===== config.mk =====
export PLATFORM = sky130hd
export DESIGN_NAME = branch_hazard_ctrl_flat
export DESIGN_NICKNAME = d
export VERILOG_FILES = /design/src/rtl/branch_hazard_ctrl_if.sv /design/src/rtl/branch_hazard_ctrl.sv /design/src/flat_wrapper.sv
export SDC_FILE = /design/constraint.sdc
export NUM_CORES = 1
export LEC_CHECK = 0
export CAP_MARGIN = 15
export CORE_MARGIN = 2
export CORE_UTILIZATION = 43
export DETAILED_ROUTE_END_ITERATION = 8
export HOLD_SLACK_MARGIN = 0.05
export PLACE_DENSITY = 0.8
export SETUP_SLACK_MARGIN = 0.02
export SLEW_MARGIN = 20
export SYNTH_ARGS = -nofsm -noshare
export SYNTH_HDL_FRONTEND = slang
export SYNTH_SLANG_ARGS = --single-unit

===== constraint.sdc =====
create_clock -name clk -period 4 [get_ports clk]
set_input_delay 1 -clock clk [delete_from_list [all_inputs] [get_ports clk]]
set_output_delay 1 -clock clk [all_outputs]
set_load 0.005 [all_outputs]

===== src/rtl/branch_hazard_ctrl_if.sv =====
// ---------------------------------------------------------------------------
// branch_hazard_ctrl_if
//   Groups the ID-stage hazard inputs and the pipeline control outputs of
//   branch_hazard_ctrl into one bundle.
//   slave  : the hazard controller (consumes pipeline state, drives enables)
//   master : the pipeline / stimulus side
//   Inputs : hold, beq, bnq, id_use_rs, id_use_rt, IDRs, IDRt, EXRd,
//            EX_regwrite, EX_memread, MEMRd, MEM_regwrite, MEM_memread,
//            WBRd, WB_regwrite, branch_taken
//   Outputs: pc_write, ifid_write, idex_bubble, ifid_flush, forwardA,
//            forwardB, stall_cnt[CNT_W-1:0]
// ---------------------------------------------------------------------------
interface branch_hazard_ctrl_if #(
  parameter int CNT_W = 16
);
  logic             hold;
  logic             beq;
  logic             bnq;
  logic             id_use_rs;
  logic             id_use_rt;
  logic [4:0]       IDRs;
  logic [4:0]       IDRt;
  logic [4:0]       EXRd;
  logic             EX_regwrite;
  logic             EX_memread;
  logic [4:0]       MEMRd;
  logic             MEM_regwrite;
  logic             MEM_memread;
  logic [4:0]       WBRd;
  logic             WB_regwrite;
  logic             branch_taken;

  logic             pc_write;
  logic             ifid_write;
  logic             idex_bubble;
  logic             ifid_flush;
  logic [1:0]       forwardA;
  logic [1:0]       forwardB;
  logic [CNT_W-1:0] stall_cnt;

  modport slave (
    input  hold, beq, bnq, id_use_rs, id_use_rt, IDRs, IDRt,
           EXRd, EX_regwrite, EX_memread,
           MEMRd, MEM_regwrite, MEM_memread,
           WBRd, WB_regwrite, branch_taken,
    output pc_write, ifid_write, idex_bubble, ifid_flush,
           forwardA, forwardB, stall_cnt
  );

  modport master (
    output hold, beq, bnq, id_use_rs, id_use_rt, IDRs, IDRt,
           EXRd, EX_regwrite, EX_memread,
           MEMRd, MEM_regwrite, MEM_memread,
           WBRd, WB_regwrite, branch_taken,
    input  pc_write, ifid_write, idex_bubble, ifid_flush,
           forwardA, forwardB, stall_cnt
  );
endinterface


===== src/rtl/branch_hazard_ctrl.sv =====
// ---------------------------------------------------------------------------
// branch_hazard_ctrl
//   ID-stage hazard/stall sequencer for a 5-stage MIPS pipeline that resolves
//   branches in ID. Detects RAW hazards for branches and load-use, freezes
//   PC and IF/ID while inserting ID/EX bubbles, picks the forwarding source
//   for the ID comparator, flushes IF/ID on a taken branch and keeps a
//   saturating count of stall cycles.
//   Ports: clk   - pipeline clock
//          rst_n - synchronous active-low reset
//          bus   - branch_hazard_ctrl_if.slave (hazard inputs, controls out)
//
//   state   | meaning
//   --------+--------------------------------------------------------------
//   S_IDLE  | hazard detection live; may stall for one cycle (Mealy)
//   S_STALL | second cycle of a branch-after-load stall; detection masked
// ---------------------------------------------------------------------------
module branch_hazard_ctrl #(
  parameter int CNT_W = 16
) (
  input  logic                clk,
  input  logic                rst_n,
  branch_hazard_ctrl_if.slave bus
);

  typedef enum logic {S_IDLE = 1'b0, S_STALL = 1'b1} state_t;

  state_t           state_q, state_d;
  logic [1:0]       rem_q, rem_d;
  logic [CNT_W-1:0] cnt_q, cnt_d;

  logic branch;
  logic ex_a, ex_b, mem_a, mem_b, wb_a, wb_b;
  logic ex_hit, mem_hit;
  logic haz2, haz1;
  logic stall;
  logic [1:0] fwd_a_sel, fwd_b_sel;

  function automatic logic hit(input logic wr, input logic [4:0] rd,
                               input logic use_r, input logic [4:0] r);
    return wr && use_r && (rd != 5'd0) && (rd == r);
  endfunction

  // Nearest non-load producer wins; loads in EX/MEM never forward here
  // because they always stall first.
  function automatic logic [1:0] fwd_sel(input logic ex, input logic ex_ld,
                                         input logic mem, input logic mem_ld,
                                         input logic wb);
    if (ex && !ex_ld)        return 2'b01;
    else if (mem && !mem_ld) return 2'b11;
    else if (wb)             return 2'b10;
    else                     return 2'b00;
  endfunction

  assign branch = bus.beq | bus.bnq;

  assign ex_a  = hit(bus.EX_regwrite,  bus.EXRd,  bus.id_use_rs, bus.IDRs);
  assign ex_b  = hit(bus.EX_regwrite,  bus.EXRd,  bus.id_use_rt, bus.IDRt);
  assign mem_a = hit(bus.MEM_regwrite, bus.MEMRd, bus.id_use_rs, bus.IDRs);
  assign mem_b = hit(bus.MEM_regwrite, bus.MEMRd, bus.id_use_rt, bus.IDRt);
  assign wb_a  = hit(bus.WB_regwrite,  bus.WBRd,  bus.id_use_rs, bus.IDRs);
  assign wb_b  = hit(bus.WB_regwrite,  bus.WBRd,  bus.id_use_rt, bus.IDRt);

  assign ex_hit  = ex_a | ex_b;
  assign mem_hit = mem_a | mem_b;

  // Branch behind a load in EX needs the value two cycles later.
  assign haz2 = branch & bus.EX_memread & ex_hit;
  // Branch behind an ALU op in EX or a load in MEM, or ordinary load-use.
  assign haz1 = (branch & ((ex_hit & ~bus.EX_memread) | (bus.MEM_memread & mem_hit)))
              | (~branch & bus.EX_memread & ex_hit);

  always_comb begin
    state_d = state_q;
    rem_d   = rem_q;
    stall   = 1'b0;
    case (state_q)
      S_IDLE: begin
        if (haz2) begin
          stall   = 1'b1;
          state_d = S_STALL;
          rem_d   = 2'd1;
        end else if (haz1) begin
          stall = 1'b1;
        end
      end
      S_STALL: begin
        stall = 1'b1;
        if (rem_q <= 2'd1) begin
          rem_d   = 2'd0;
          state_d = S_IDLE;
        end else begin
          rem_d = rem_q - 2'd1;
        end
      end
      default: begin
        state_d = S_IDLE;
        rem_d   = 2'd0;
      end
    endcase
  end

  assign fwd_a_sel = (branch && !stall)
                   ? fwd_sel(ex_a, bus.EX_memread, mem_a, bus.MEM_memread, wb_a)
                   : 2'b00;
  assign fwd_b_sel = (branch && !stall)
                   ? fwd_sel(ex_b, bus.EX_memread, mem_b, bus.MEM_memread, wb_b)
                   : 2'b00;

  always_comb begin
    bus.pc_write    = 1'b1;
    bus.ifid_write  = 1'b1;
    bus.idex_bubble = 1'b0;
    bus.ifid_flush  = 1'b0;
    bus.forwardA    = 2'b00;
    bus.forwardB    = 2'b00;
    if (!rst_n) begin
      // reset values are the defaults above
    end else if (bus.hold) begin
      bus.pc_write   = 1'b0;
      bus.ifid_write = 1'b0;
      bus.forwardA   = fwd_a_sel;
      bus.forwardB   = fwd_b_sel;
    end else if (stall) begin
      bus.pc_write    = 1'b0;
      bus.ifid_write  = 1'b0;
      bus.idex_bubble = 1'b1;
    end else begin
      // PC keeps writing on a taken branch so the target is loaded.
      bus.ifid_flush = bus.branch_taken & branch;
      bus.forwardA   = fwd_a_sel;
      bus.forwardB   = fwd_b_sel;
    end
  end

  always_comb begin
    cnt_d = cnt_q;
    if (bus.idex_bubble && (cnt_q != {CNT_W{1'b1}}))
      cnt_d = cnt_q + CNT_W'(1);
  end

  always_ff @(posedge clk) begin
    if (!rst_n) begin
      state_q <= S_IDLE;
      rem_q   <= 2'd0;
      cnt_q   <= '0;
    end else if (!bus.hold) begin
      state_q <= state_d;
      rem_q   <= rem_d;
      cnt_q   <= cnt_d;
    end
  end

  assign bus.stall_cnt = cnt_q;

endmodule


===== src/flat_wrapper.sv =====
// flat-port wrapper written by rule: the top's interface ports become plain ports
module branch_hazard_ctrl_flat 
#(
  parameter int CNT_W = 16
)
  (clk, rst_n, bus_hold, bus_beq, bus_bnq, bus_id_use_rs, bus_id_use_rt, bus_IDRs, bus_IDRt, bus_EXRd, bus_EX_regwrite, bus_EX_memread, bus_MEMRd, bus_MEM_regwrite, bus_MEM_memread, bus_WBRd, bus_WB_regwrite, bus_branch_taken, bus_pc_write, bus_ifid_write, bus_idex_bubble, bus_ifid_flush, bus_forwardA, bus_forwardB, bus_stall_cnt);
  branch_hazard_ctrl_if #(.CNT_W(CNT_W)) bus_i ();
  input  logic clk;
  input  logic rst_n;
  input wire logic [$bits(bus_i.hold)-1:0] bus_hold;
  input wire logic [$bits(bus_i.beq)-1:0] bus_beq;
  input wire logic [$bits(bus_i.bnq)-1:0] bus_bnq;
  input wire logic [$bits(bus_i.id_use_rs)-1:0] bus_id_use_rs;
  input wire logic [$bits(bus_i.id_use_rt)-1:0] bus_id_use_rt;
  input wire logic [$bits(bus_i.IDRs)-1:0] bus_IDRs;
  input wire logic [$bits(bus_i.IDRt)-1:0] bus_IDRt;
  input wire logic [$bits(bus_i.EXRd)-1:0] bus_EXRd;
  input wire logic [$bits(bus_i.EX_regwrite)-1:0] bus_EX_regwrite;
  input wire logic [$bits(bus_i.EX_memread)-1:0] bus_EX_memread;
  input wire logic [$bits(bus_i.MEMRd)-1:0] bus_MEMRd;
  input wire logic [$bits(bus_i.MEM_regwrite)-1:0] bus_MEM_regwrite;
  input wire logic [$bits(bus_i.MEM_memread)-1:0] bus_MEM_memread;
  input wire logic [$bits(bus_i.WBRd)-1:0] bus_WBRd;
  input wire logic [$bits(bus_i.WB_regwrite)-1:0] bus_WB_regwrite;
  input wire logic [$bits(bus_i.branch_taken)-1:0] bus_branch_taken;
  output wire logic [$bits(bus_i.pc_write)-1:0] bus_pc_write;
  output wire logic [$bits(bus_i.ifid_write)-1:0] bus_ifid_write;
  output wire logic [$bits(bus_i.idex_bubble)-1:0] bus_idex_bubble;
  output wire logic [$bits(bus_i.ifid_flush)-1:0] bus_ifid_flush;
  output wire logic [$bits(bus_i.forwardA)-1:0] bus_forwardA;
  output wire logic [$bits(bus_i.forwardB)-1:0] bus_forwardB;
  output wire logic [$bits(bus_i.stall_cnt)-1:0] bus_stall_cnt;
  assign bus_i.hold = bus_hold;
  assign bus_i.beq = bus_beq;
  assign bus_i.bnq = bus_bnq;
  assign bus_i.id_use_rs = bus_id_use_rs;
  assign bus_i.id_use_rt = bus_id_use_rt;
  assign bus_i.IDRs = bus_IDRs;
  assign bus_i.IDRt = bus_IDRt;
  assign bus_i.EXRd = bus_EXRd;
  assign bus_i.EX_regwrite = bus_EX_regwrite;
  assign bus_i.EX_memread = bus_EX_memread;
  assign bus_i.MEMRd = bus_MEMRd;
  assign bus_i.MEM_regwrite = bus_MEM_regwrite;
  assign bus_i.MEM_memread = bus_MEM_memread;
  assign bus_i.WBRd = bus_WBRd;
  assign bus_i.WB_regwrite = bus_WB_regwrite;
  assign bus_i.branch_taken = bus_branch_taken;
  assign bus_pc_write = bus_i.pc_write;
  assign bus_ifid_write = bus_i.ifid_write;
  assign bus_idex_bubble = bus_i.idex_bubble;
  assign bus_ifid_flush = bus_i.ifid_flush;
  assign bus_forwardA = bus_i.forwardA;
  assign bus_forwardB = bus_i.forwardB;
  assign bus_stall_cnt = bus_i.stall_cnt;
  branch_hazard_ctrl #(.CNT_W(CNT_W)) u_core (.clk(clk), .rst_n(rst_n), .bus(bus_i));
endmodule

# Yosys cells after proc, flatten, opt, wreduce, memory -nomap -nowiden
# Cells that the tools add are included.
[totals] out_inout_bits=24 ff_bits=19 inputBits=38
[op_classes] n_mux=32 add_sub_neg=2 n_eq_ne=8 bitwise=17 reduce_logical=32 n_lt_le_gt_ge=1
[ops] op="2-bit 2-to-1 mux" count=16
[ops] op="5-bit == test" count=6
[ops] op="1-bit logical AND" count=24
[ops] op="16-bit by 1-bit adder with 16-bit output, second input constant" count=1
[ops] op="16-bit inequality test, second input constant" count=1
[ops] op="5-bit nonzero test" count=3
[ops] op="1-bit 2-to-1 mux" count=13
[ops] op="1-bit AND" count=8
[ops] op="1-bit bitwise OR" count=5
[ops] op="1-bit inverter" count=4
[ops] op="1-bit case mux with 2 select lines" count=2
[ops] op="2-bit case mux with 2 select lines" count=1
[ops] op="2-bit AND reduction" count=2
[ops] op="1-bit zero test" count=3
[ops] op="2-bit by 1-bit <= comparator with 1-bit output, second input constant" count=1
[ops] op="2-bit by 1-bit inequality test with 1-bit output, second input constant" count=1
[ops] op="2-bit by 1-bit subtractor with 2-bit output, second input constant" count=1

# Logic depth before layout (Yosys ltp)
# Gate-level depths: netlist of the first run.
[depth] word_depth=17 depth_mapped=8 ltp_nobuf=8

# Worst setup path before layout of the first run
# OpenSTA, ideal clock, no wires.
[synth_path] path_kind="input port to output port" startpoint="input bus_EXRd[1]" endpoint="output bus_pc_write" stages=7 t_arrival_ns=2.723 setup_slack_ns=0.277 path_cell_list="or4_4 > o21ai_4 > nor3_2 > nor3_4 > a22oi_1 > o21ai_0 > buf_4"
[synth_between] elab_chain_cells=14
[synth_rtl] element="start: declaration" line="flat_wrapper.sv:17" text="input wire logic [$bits(bus_i.EXRd)-1:0] bus_EXRd;"
[synth_rtl] element="5-bit nonzero test" line="branch_hazard_ctrl.sv:40" text="return wr && use_r && (rd != 5'd0) && (rd == r);"
[synth_rtl] element="1-bit logical AND (2 in a row)" line="branch_hazard_ctrl.sv:40"
[synth_rtl] element="1-bit bitwise OR (*)" line="branch_hazard_ctrl.sv:63" text="assign ex_hit = ex_a | ex_b;"
[synth_rtl] element="1-bit AND" line="branch_hazard_ctrl.sv:69" text="assign haz1 = (branch & ((ex_hit & ~bus.EX_memread) | (bus.MEM_memread & mem_hit)))"
[synth_rtl] element="1-bit bitwise OR" line="branch_hazard_ctrl.sv:69"
[synth_rtl] element="1-bit AND" line="branch_hazard_ctrl.sv:69"
[synth_rtl] element="1-bit bitwise OR" line="branch_hazard_ctrl.sv:70" text="| (~branch & bus.EX_memread & ex_hit);"
[synth_rtl] element="1-bit 2-to-1 mux" line="branch_hazard_ctrl.sv:82" text="end else if (haz1) begin"
[synth_rtl] element="1-bit 2-to-1 mux (*)" line="branch_hazard_ctrl.sv:78" text="if (haz2) begin"
[synth_rtl] element="1-bit case mux with 2 select lines (*)" line="branch_hazard_ctrl.sv:76" text="case (state_q)"
[synth_rtl] element="1-bit 2-to-1 mux (*) (3 in a row)"
[synth_rtl] element="end: declaration" line="flat_wrapper.sv:26" text="output wire logic [$bits(bus_i.pc_write)-1:0] bus_pc_write;"
# Mark *: on every way between the ends. The rest lies on a longest branch, timed or not.

# Worst setup path after layout of the first run
[layout_path] startpoint="input bus_EXRd[2]" endpoint="output bus_ifid_flush"
[layout_between] elab_chain_cells=14
[layout_rtl] element="5-bit nonzero test" line="branch_hazard_ctrl.sv:40"
[layout_rtl] element="1-bit logical AND (2 in a row)" line="branch_hazard_ctrl.sv:40"
[layout_rtl] element="1-bit bitwise OR (*)" line="branch_hazard_ctrl.sv:63"
[layout_rtl] element="1-bit AND" line="branch_hazard_ctrl.sv:69"
[layout_rtl] element="1-bit bitwise OR" line="branch_hazard_ctrl.sv:69"
[layout_rtl] element="1-bit AND" line="branch_hazard_ctrl.sv:69"
[layout_rtl] element="1-bit bitwise OR" line="branch_hazard_ctrl.sv:70"
[layout_rtl] element="1-bit 2-to-1 mux" line="branch_hazard_ctrl.sv:82"
[layout_rtl] element="1-bit 2-to-1 mux (*)" line="branch_hazard_ctrl.sv:78"
[layout_rtl] element="1-bit case mux with 2 select lines (*)" line="branch_hazard_ctrl.sv:76"
[layout_rtl] element="1-bit 2-to-1 mux (*)" line="branch_hazard_ctrl.sv:123" text="end else if (stall) begin"
[layout_rtl] element="1-bit 2-to-1 mux (*)" line="branch_hazard_ctrl.sv:118" text="end else if (bus.hold) begin"
[layout_rtl] element="1-bit 2-to-1 mux (*)" line="branch_hazard_ctrl.sv:116" text="if (!rst_n) begin"
[layout_rtl] element="end: declaration" line="flat_wrapper.sv:29" text="output wire logic [$bits(bus_i.ifid_flush)-1:0] bus_ifid_flush;"
# Marks and branches as above.

==> run_results.csv, run 1 <==
group,metric,value,unit
logic_synthesis,yosys.area_share.simple,30.6,%
worst_setup_path,rrSetupSlack,1.57,ns
timing,finalMaxSlewViolations,0,
timing,finalHoldViolCount,0,
timing,fin_skew,0.00296,ns
logic_synthesis,synth_mux_area_share,7.23,%
clocking,clockBufferDepth,2,
placement,numPortBuffers,61,
floorplanning,fp.coreArea,0.00339,mm2
routing,vias_per_cell,5.35,
timing,rsz0062_at_grt,"yes",
worst_setup_path,critPathKind,"in -> out",
global_routing,first_global_vias,1788,
floorplanning,fp.dieW,63.9,um
clocking,htreeDepth,1,
logic_synthesis,synth-compound-area-share,15.3,%
clocking,cts_root_buf,"clkbuf_4",
timing,setup_tns,0,ns
placement,place_congestion,0.916,
flow_run,maxCapViolCount,0,
timing,post-route-min-period,3.94,ns
logic_synthesis,avgSynthCellArea,8.33,um2
logic_synthesis,synth_cells,185,
global_routing,grt_pass1_wl,7580,um
logic_synthesis,synth_fa_ha_area_share,0.812,%
status,outcome,"completed",
logic_synthesis,syn_nets,224,
logic_synthesis,yosysUniqueCellTypes,44,
power,p_leak,1.08,nW
routing,drc,0,
global_routing,antenna_found_initial,0,
routing,drt-total-wl,4820,um
routing,dr_wl_met3,255,um
worst_setup_path,start_kind,"primary input",
layout,nets,332,
floorplanning,ios,62,
layout,syn2layout_area_growth,71.7,%
clocking,numCtsBuffers,3,
routing,vias,1808,
min_path,hold_depth,1,
worst_setup_path,r2r-end,"u_core.bus.stall_cnt[13]",
worst_setup_path,arrival,2.94,ns
timing,worstMarginPinSlew,0.665,ns
logic_synthesis,seq_area_frac_synth,24.7,%
layout,n_antenna_cell,0,
logic_synthesis,syn_area,0.00154,mm2
clocking,path_clk_slew,0.11,ns
logic_synthesis,ys_ff_latch,19,
clocking,cts_sinks,19,
logic_synthesis,synthXorXnorAreaFrac,19.3,%
power,cellPowerDensity,167,mW/mm2
min_path,holdPathEnd,"u_core.rem_q[1]",
floorplanning,initial_utilization,45.4,%
global_routing,grt_max_degree,14,
timing,setup_violations,0,
layout,mostFrequentLayoutCells,"buf_4, clkdlybuf4s50_1, xnor2_1",
floorplanning,die_h,63.9,um
worst_setup_path,crit_path_max_fanout,3,
logic_synthesis,synth_top_family_by_area,"simple AND/OR/NAND/NOR gates",
timing,whs,0.479,ns
worst_setup_path,critPathRequiredTime,3.00,ns
routing,wl_per_cell,14.3,um
timing,max_freq,254,MHz
min_path,hold_path_class,"reg -> reg",
clocking,clock_latency,0.31,ns
layout,final_common_cell,"buf_4",
clocking,cts_tree,"done",
worst_setup_path,end_kind,"output port",
routing,first_pass_iters,4,
timing,post-route-period-util,98.4,%
layout,layout-drive-gt1-share,28.8,%
min_path,min_from,"u_core.rem_q[1]",
placement,hpwl,3640,um
logic_synthesis,ys_warn_count,0,
global_routing,grt_remaining_overflow,0,
worst_setup_path,r2r_cells,8,
worst_setup_path,startpoint,"bus_EXRd[2]",
worst_setup_path,worstReg2RegStart,"u_core.bus.stall_cnt[0]",
global_routing,grt.total_usage,23.3,%
routing,m1WireLength,1900,um
routing,ant_nets,0,
power,ir_worst_vdd,94.8,uV
routing,met2_length,2580,um
floorplanning,die-area,0.00408,mm2
timing,slew-limit-headroom,54.5,%
floorplanning,rows,21,
routing,first_iter_violations,104,
routing,highest_layer,"met4",
-- flip-flops by register name, summed over array words and instances, names as in the netlist --
name	cells
u_core.state_q	1
u_core.bus.stall_cnt	16
u_core.rem_q	2
-- stage by stage --
step	utilization (%)	cells	setup WS (ns)	area (um2)	total power, mW
floorplan	-	185	0.277	1540	0.244
global placement	72.8	325	-0.475	2470	0.330
detailed placement	72.8	325	-0.516	2470	0.332
CTS	76.7	334	0.0200	2600	0.436
global route	78.0	338	-0.0195	2650	0.458
finish	78.0	338	0.0645	2650	0.443
-- worst max-delay path, stage by stage --
cell and delay (ns):
dlygate4sd2_1 0.24, or4_4 0.43, o21ai_4 0.19, nor3_4 0.07, buf_6 0.13, nor3_4 0.24
a22oi_2 0.15, buf_4 0.16, buf_4 0.12, nor2_1 0.09, buf_2 0.12
-- cell type report --
class | instances | area (um2)
clock inverter | 1 | 5.00
fill | 228 | 744
clock buffer | 3 | 22.5
sequential | 19 | 380
tap | 46 | 57.6
timing repair buffer | 107 | 937
multi-input combinational | 159 | 1230
inverter | 3 | 11.3
-- Yosys cell counts (all sizes together) --
cell type	n	share of area, %
xnor2	34	19
nand2	21	5.1
dfxtp	19	25
nor2	18	4.4
mux2i	10	6.5
nand4	10	4.1
nor3	9	5.0
o21ai	8	3.8
and3	5	2.0
nand2b	5	2.0
nor4	5	2.0
a2111oi	4	3.5
nand3	4	1.3
inv	3	0.73
or4	3	1.7
a211oi	2	1.3
a21oi	2	0.65
a31oi	2	0.81
and4	2	1.1
buf	2	0.81
clkbuf	2	0.49
a21o	1	0.57
a22oi	1	0.49
a31o	1	0.57
a32o	1	0.65
and2	1	0.41
ha	1	0.81
mux2	1	0.73
nand3b	1	0.49
nor3b	1	0.49
o2111ai	1	0.57
o211a	1	0.65
o211ai	1	0.49
o21bai	1	0.49
o221a	1	0.73
or3	1	0.41
-- cells by family (layout without fill, tap and decap cells) --
kind of cell / count (synthesis) / in the layout
AO/OA/AOI/OAI: 27 / 27
XOR/XNOR: 34 / 34
adder cells (fa/ha/maj): 1 / 1
buffers and inverters: 7 / 114
flip-flops: 19 / 19
multiplexers: 11 / 11
AND/OR/NAND/NOR: 86 / 86
-- worst max-delay path by stage --
| stage | endpoint | slack [ns] | cells past startpoint |
|---|---|---|---|
| finish | bus_ifid_flush | 0.06 | 11 |
| global route | bus_ifid_flush | -0.02 | 10 |
| CTS | bus_ifid_write | 0.02 | 10 |
| detailed placement | bus_ifid_write | -0.52 | 8 |
| global placement | bus_forwardB[1] | -0.48 | 8 |
| floorplan | bus_pc_write | 0.28 | 7 |
-- per-layer routing --
layer | vias to the layer above | GRT usage, %
li1 | 889 | -
met1 | 840 | 24.6
met2 | 70 | 45.4
met3 | 9 | 3.52
met4 | 0 | 8.97
met5 | - | 0
-- timing repair --
item                                    CTS  global route
gates resized for setup                  50            19
pin swaps                                16            17
endpoints found under the setup margin    8             8
hold buffers                              0             0
buffers inserted                          5             4
-- where the power goes --
part	switching, mW	total, mW	internal (mW)
clock network	0.0649	0.102	0.0375
registers	0.000274	0.190	0.189
logic	0.0649	0.151	0.0861
Power figures use the tool's default switching activity.
==> run 2: changes to the inputs <==
--- a/config.mk
+++ b/config.mk
@@ -10,7 +10,7 @@
 export CORE_UTILIZATION = 43
 export DETAILED_ROUTE_END_ITERATION = 8
 export HOLD_SLACK_MARGIN = 0.05
-export PLACE_DENSITY = 0.8
+export PLACE_DENSITY = 0.76
 export SETUP_SLACK_MARGIN = 0.02
 export SLEW_MARGIN = 20
 export SYNTH_ARGS = -nofsm -noshare
==> run 2 against run 1 <==
- clock power about the same
- combinational power about the same
- final area up 0.95%
- critical path depth down 3
==> run_results.csv, run 2 (synthesis gave the netlist of run 1 again) <==
group,metric,value,unit
power,cellPowerDensity,166,mW/mm2
power,p_leak,1.10,nW
clocking,hold_buffers,0,
min_path,holdPathEnd,"u_core.rem_q[1]",
routing,first_iter_violations,84,
placement,place_inst,328,
layout,layout-drive-gt1-share,28.1,%
power,p_int,314,uW
flow_run,maxCapViolCount,0,
global_routing,grt.total_usage,23.6,%
clocking,cts_root_buf,"clkbuf_4",
clocking,path_clk_slew,0.11,ns
routing,wl_per_cell,13.8,um
placement,numPortBuffers,61,
routing,drc,0,
timing,worstMarginPinSlew,0.550,ns
worst_setup_path,r2r-end,"u_core.bus.stall_cnt[9]",
worst_setup_path,rrSetupSlack,1.66,ns
clocking,numCtsBuffers,3,
power,swShare,29.1,%
worst_setup_path,end_kind,"output port",
power,power_frac_seq,42.8,%
min_path,hold_path_class,"reg -> reg",
global_routing,met1_usage,24.8,%
power,combPwrFrac,34.0,%
floorplanning,rows,21,
worst_setup_path,crit_path_max_fanout,2,
min_path,hold_depth,1,
timing,slew-limit-headroom,62.4,%
clocking,clock_latency,0.31,ns
routing,first_pass_iters,4,
worst_setup_path,worstReg2RegStart,"u_core.bus.stall_cnt[0]",
global_routing,grt_use_met2,45.2,%
timing,post-route-period-util,99.0,%
worst_setup_path,critPathKind,"in -> out",
global_routing,top_usage_layer,"met2",
layout,nets,335,
worst_setup_path,r2r_cells,8,
timing,fin_skew,0.00439,ns
floorplanning,initial_utilization,45.4,%
floorplanning,fp.coreArea,0.00339,mm2
global_routing,use_met3,3.70,%
worst_setup_path,startpoint,"bus_IDRt[0]",
clocking,htreeDepth,1,
routing,vias_per_cell,5.29,
routing,drt-total-wl,4700,um
global_routing,grt_remaining_overflow,0,
worst_setup_path,critPathRequiredTime,3.00,ns
power,pwr-share-clk,23.2,%
layout,mostFrequentLayoutCells,"buf_4, clkdlybuf4s50_1, xnor2_1",
power,ir_worst_vdd,103,uV
clocking,cts_sinks,19,
timing,finalMaxSlewViolations,0,
floorplanning,die_h,63.9,um
routing,ant_nets,0,
timing,max_freq,252,MHz
global_routing,first_global_vias,1781,
floorplanning,ios,62,
layout,n_antenna_cell,0,
timing,setup_violations,0,
clocking,cts_tree,"done",
worst_setup_path,arrival,2.96,ns
status,outcome,"completed",
timing,setup_tns,0,ns
layout,final_common_cell,"buf_4",
floorplanning,die-area,0.00408,mm2
layout,syn2layout_area_growth,73.4,%
placement,hpwl,3620,um
layout,largest_reg_flops,16,
global_routing,grt_pass1_wl,7670,um
floorplanning,fp.dieW,63.9,um
worst_setup_path,start_kind,"primary input",
global_routing,antenna_found_initial,0,
timing,post-route-min-period,3.96,ns
global_routing,grt_max_degree,16,
power,p_total,443,uW
routing,vias,1804,
power,switchingPower,129,uW
layout,final_cells,341,
min_path,min_from,"u_core.rem_q[1]",
placement,place_congestion,0.917,
clocking,clockBufferDepth,2,
timing,finalHoldViolCount,0,
## run 2: changes by cell type in the layout (fill, tap and decap cells not counted), sizes merged
cell and delta:
buf +2, clkbuf -3, clkdlybuf4s15 +3, clkdlybuf4s50 +1
dlygate4sd2 +1, dlymetal6s2s -1
## run 2: layout make-up
class | instances | area (um2)
repair buffers | 110 | 967
clock buffers | 3 | 22.5
well taps | 46 | 57.6
fillers | 233 | 719
clock inverters | 1 | 5.00
flip-flops and latches | 19 | 380
multi-input cells | 159 | 1230
inverters | 3 | 11.3
## run 2: worst max-delay path: stages
cell             delay (ns)
clkdlybuf4s50_1        0.52
xnor2_1                0.14
nand4_1                0.20
buf_4                  0.19
nor4_1                 0.45
nor2_1                 0.12
nor2_1                 0.11
dlygate4sd2_1          0.24
## run 2: worst max path at each step
stage	end	slack, ns	cells after the start
2_1_floorplan	bus_pc_write	0.28	7
3_3_place_gp	bus_forwardA[1]	-0.40	8
3_5_place_dp	bus_ifid_write	-0.46	8
4_1_cts	bus_ifid_flush	0.02	12
5_1_grt	bus_forwardB[0]	-0.05	8
6_report	bus_forwardB[0]	0.04	8
## run 2: metal layers
layer,up-vias,share of wire (%)
li1,897,-
met1,818,38
met2,72,53
met3,17,5.3
met4,0,3.9
met5,-,0
## run 2: what timing repair did
action / 4_1_cts / 5_1_grt
endpoints found under the setup margin: 8 / 8
setup buffers: 6 / 3
pin swaps: 15 / 14
gates cloned: 0 / 0
gates resized for setup: 39 / 19
hold endpoints to repair: 0 / 0
## run 2: power groups by stage
stage          combinational, mW  clock, mW  sequential (mW)
3_5_place_dp               0.139          0            0.194
5_1_grt                    0.162      0.113            0.190
4_1_cts                    0.142      0.103            0.190
6_report                   0.151      0.103            0.190
2_1_floorplan             0.0502          0            0.194
3_3_place_gp               0.137          0            0.194
## run 2: per-stage QoR
stage	hold slack, ns	util, %	setup WS, ns	instance area [um2]
finish	0.480	78.8	0.0382	2670
global route	0.490	78.8	-0.0500	2670
CTS	0.491	75.8	0.0250	2570
detailed placement	0.475	73.4	-0.462	2490
global placement	0.453	73.4	-0.396	2490
floorplan	0.443	-	0.277	1540
==> run 3: changes to the inputs <==
--- a/config.mk
+++ b/config.mk
@@ -6,7 +6,8 @@
 export NUM_CORES = 1
 export LEC_CHECK = 0
 export CAP_MARGIN = 15
-export CORE_MARGIN = 2
+export CORE_ASPECT_RATIO = 0.9
+export CORE_MARGIN = 8
 export CORE_UTILIZATION = 43
 export DETAILED_ROUTE_END_ITERATION = 8
 export HOLD_SLACK_MARGIN = 0.05
==> run 3 against run 2 <==
- clock power rose by 28%
- clock-buffer cell count rose by 1
- via count rose by 0.94%
- final area fell by 1.9%
- routed wire length rose by 13%
- total power rose by 5.7%
- register-to-register slack got worse by 0.10 ns
- flip-flop and latch count did not move
- critical path type unchanged
- critical endpoint is now bus_idex_bubble
- largest cell class unchanged
==> run_results.csv, run 3 (synthesis gave the netlist of run 1 again) <==
group,metric,value,unit
status,outcome,"completed",
worst_setup_path,r2r_cells,8,
worst_setup_path,timing.critical_path.to,"bus_idex_bubble",
global_routing,antenna_found_initial,1,
layout,final_common_cell,"buf_4",
global_routing,first_global_vias,1840,
routing,vias,1821,
global_routing,grt_pass1_wl,8420,um
routing,first_pass_iters,4,
clocking,htreeDepth,1,
power,p_leak,1.04,nW
worst_setup_path,rrSetupSlack,1.56,ns
layout,fill_cells,263,
floorplanning,die_h,72.8,um
floorplanning,rows,20,
timing,setup_tns,0,ns
routing,drt-total-wl,5310,um
placement,place_congestion,0.866,
global_routing,grt_max_degree,18,
floorplanning,fp.dieW,79.1,um
floorplanning,ios,62,
timing,rsz0062_at_grt,"no",
worst_setup_path,max_stage_delay,0.55,ns
power,cellPowerDensity,179,mW/mm2
layout,layout-drive-gt1-share,27.2,%
timing,setup_ws,0.101,ns
flow_run,maxCapViolCount,0,
clocking,path_clk_slew,0.07,ns
layout,nets,334,
clocking,clockBufferDepth,2,
clocking,numCtsBuffers,3,
global_routing,grt_remaining_overflow,0,
placement,hpwl,4140,um
timing,fin_skew,0.00731,ns
worst_setup_path,startpoint,"bus_MEMRd[2]",
worst_setup_path,worstReg2RegStart,"u_core.bus.stall_cnt[0]",
worst_setup_path,cp_cell_sequence,"dlygate4sd2_1 > or4_4 > o21ai_4 > nor3_2 > o21ai_2 > buf_4 > a22oi_2 > buf_4 > and2_1 > buf_2",
timing,post-route-min-period,3.90,ns
worst_setup_path,critPathKind,"in -> out",
clocking,clock_latency,0.26,ns
timing,max_freq,256,MHz
placement,placement.cell_area,0.00247,mm2
floorplanning,initial_utilization,45.3,%
worst_setup_path,r2r-end,"u_core.bus.stall_cnt[11]",
timing,worstMarginPinSlew,0.625,ns
timing,finalHoldViolCount,0,
placement,dpl_worst_slack,-0.467,ns
placement,numPortBuffers,61,
timing,slew-limit-headroom,57.3,%
clocking,cts_root_buf,"clkbuf_8",
floorplanning,fp.coreArea,0.00340,mm2
routing,ant_nets,0,
worst_setup_path,crit_family,"simple AND/OR/NAND/NOR gates",
worst_setup_path,crit_path_frequent_cell,"buf_4",
worst_setup_path,crit_cells,10,
power,ir_worst_vdd,166,uV
global_routing,grt.total_usage,18.1,%
layout,largest_reg_flops,16,
worst_setup_path,end_kind,"output port",
worst_setup_path,arrival,2.90,ns
timing,finalMaxSlewViolations,0,
layout,finish.instance_area,0.00262,mm2
power,p_total,468,uW
timing,setup_violations,0,
worst_setup_path,cp_num_buf_inv,4,
worst_setup_path,crit_path_max_fanout,3,
clocking,cts_sinks,19,
layout,syn2layout_area_growth,70.1,%
floorplanning,die-area,0.00576,mm2
routing,drc,0,
routing,first_iter_violations,143,
timing,whs,0.493,ns
worst_setup_path,critPathSlowestCell,"or4_4",
worst_setup_path,critPathRequiredTime,3.00,ns
routing,wl_per_cell,15.7,um
clocking,cts_tree,"done",
routing,vias_per_cell,5.37,
worst_setup_path,start_kind,"primary input",
timing,post-route-period-util,97.5,%
min_path,hold_path_class,"reg -> reg",
layout,mostFrequentLayoutCells,"buf_4, clkdlybuf4s50_1, xnor2_1",
[run 3: metal layers]
layer  share of wire (%)  global-route usage [%]
met4                 2.0                    5.54
met5                   0                       0
met3                 6.1                    4.31
met2                  50                    32.2
met1                  42                    20.7
[run 3: how the worst min path moves through the flow]
stage | startpoint | endpoint | slack, ns | depth (start not counted)
finish | u_core.rem_q[1] | u_core.rem_q[1] | 0.49 | 1
global route | u_core.rem_q[1] | u_core.rem_q[1] | 0.50 | 1
CTS | u_core.rem_q[1] | u_core.rem_q[1] | 0.49 | 1
detailed placement | u_core.rem_q[1] | u_core.rem_q[1] | 0.48 | 1
global placement | u_core.rem_q[1] | u_core.rem_q[1] | 0.46 | 1
floorplan | u_core.rem_q[1] | u_core.rem_q[1] | 0.44 | 1
[run 3: final cells by class]
cell class	count	area, um2	area share (%)
Antenna cell	1	2.50	0.0955
Tap cell	44	55.1	2.10
Timing Repair Buffer	109	923	35.2
Clock buffer	4	45.0	1.72
Multi-Input combinational cell	159	1200	45.9
Sequential cell	19	380	14.5
Inverter	3	11.3	0.430
[run 3: what timing repair did]
item / CTS / global route
hold buffers: 0 / 0
pin swaps: 19 / 7
setup buffers: 9 / 1
endpoints found under the setup margin: 8 / 7
resized for setup: 50 / 9
[run 3: stage by stage]
stage               std cells  utilization, %
global route              339            77.0
floorplan                 185               -
global placement          324            72.6
finish                    339            77.0
CTS                       337            77.1
detailed placement        324            72.6
[run 3: worst reg2reg max path, cell delays in order, from the launching register on]
cell and delay, ns:
dfxtp_1 0.34, ha_1 0.24, and4_1 0.26, nand4_1 0.20, nor2_1 0.10, a21o_2 0.26, a211oi_2 0.57, nand3_1 0.21
mux2i_1 0.17
[run 3: power by group]
| group | internal (mW) | total (mW) | leakage [nW] | switching (mW) |
|---|---|---|---|---|
| sequential | 0.189 | 0.189 | 0.153 | 0.000243 |
| combinational | 0.0846 | 0.147 | 0.863 | 0.0622 |
| clock | 0.0708 | 0.132 | 0.0228 | 0.0613 |
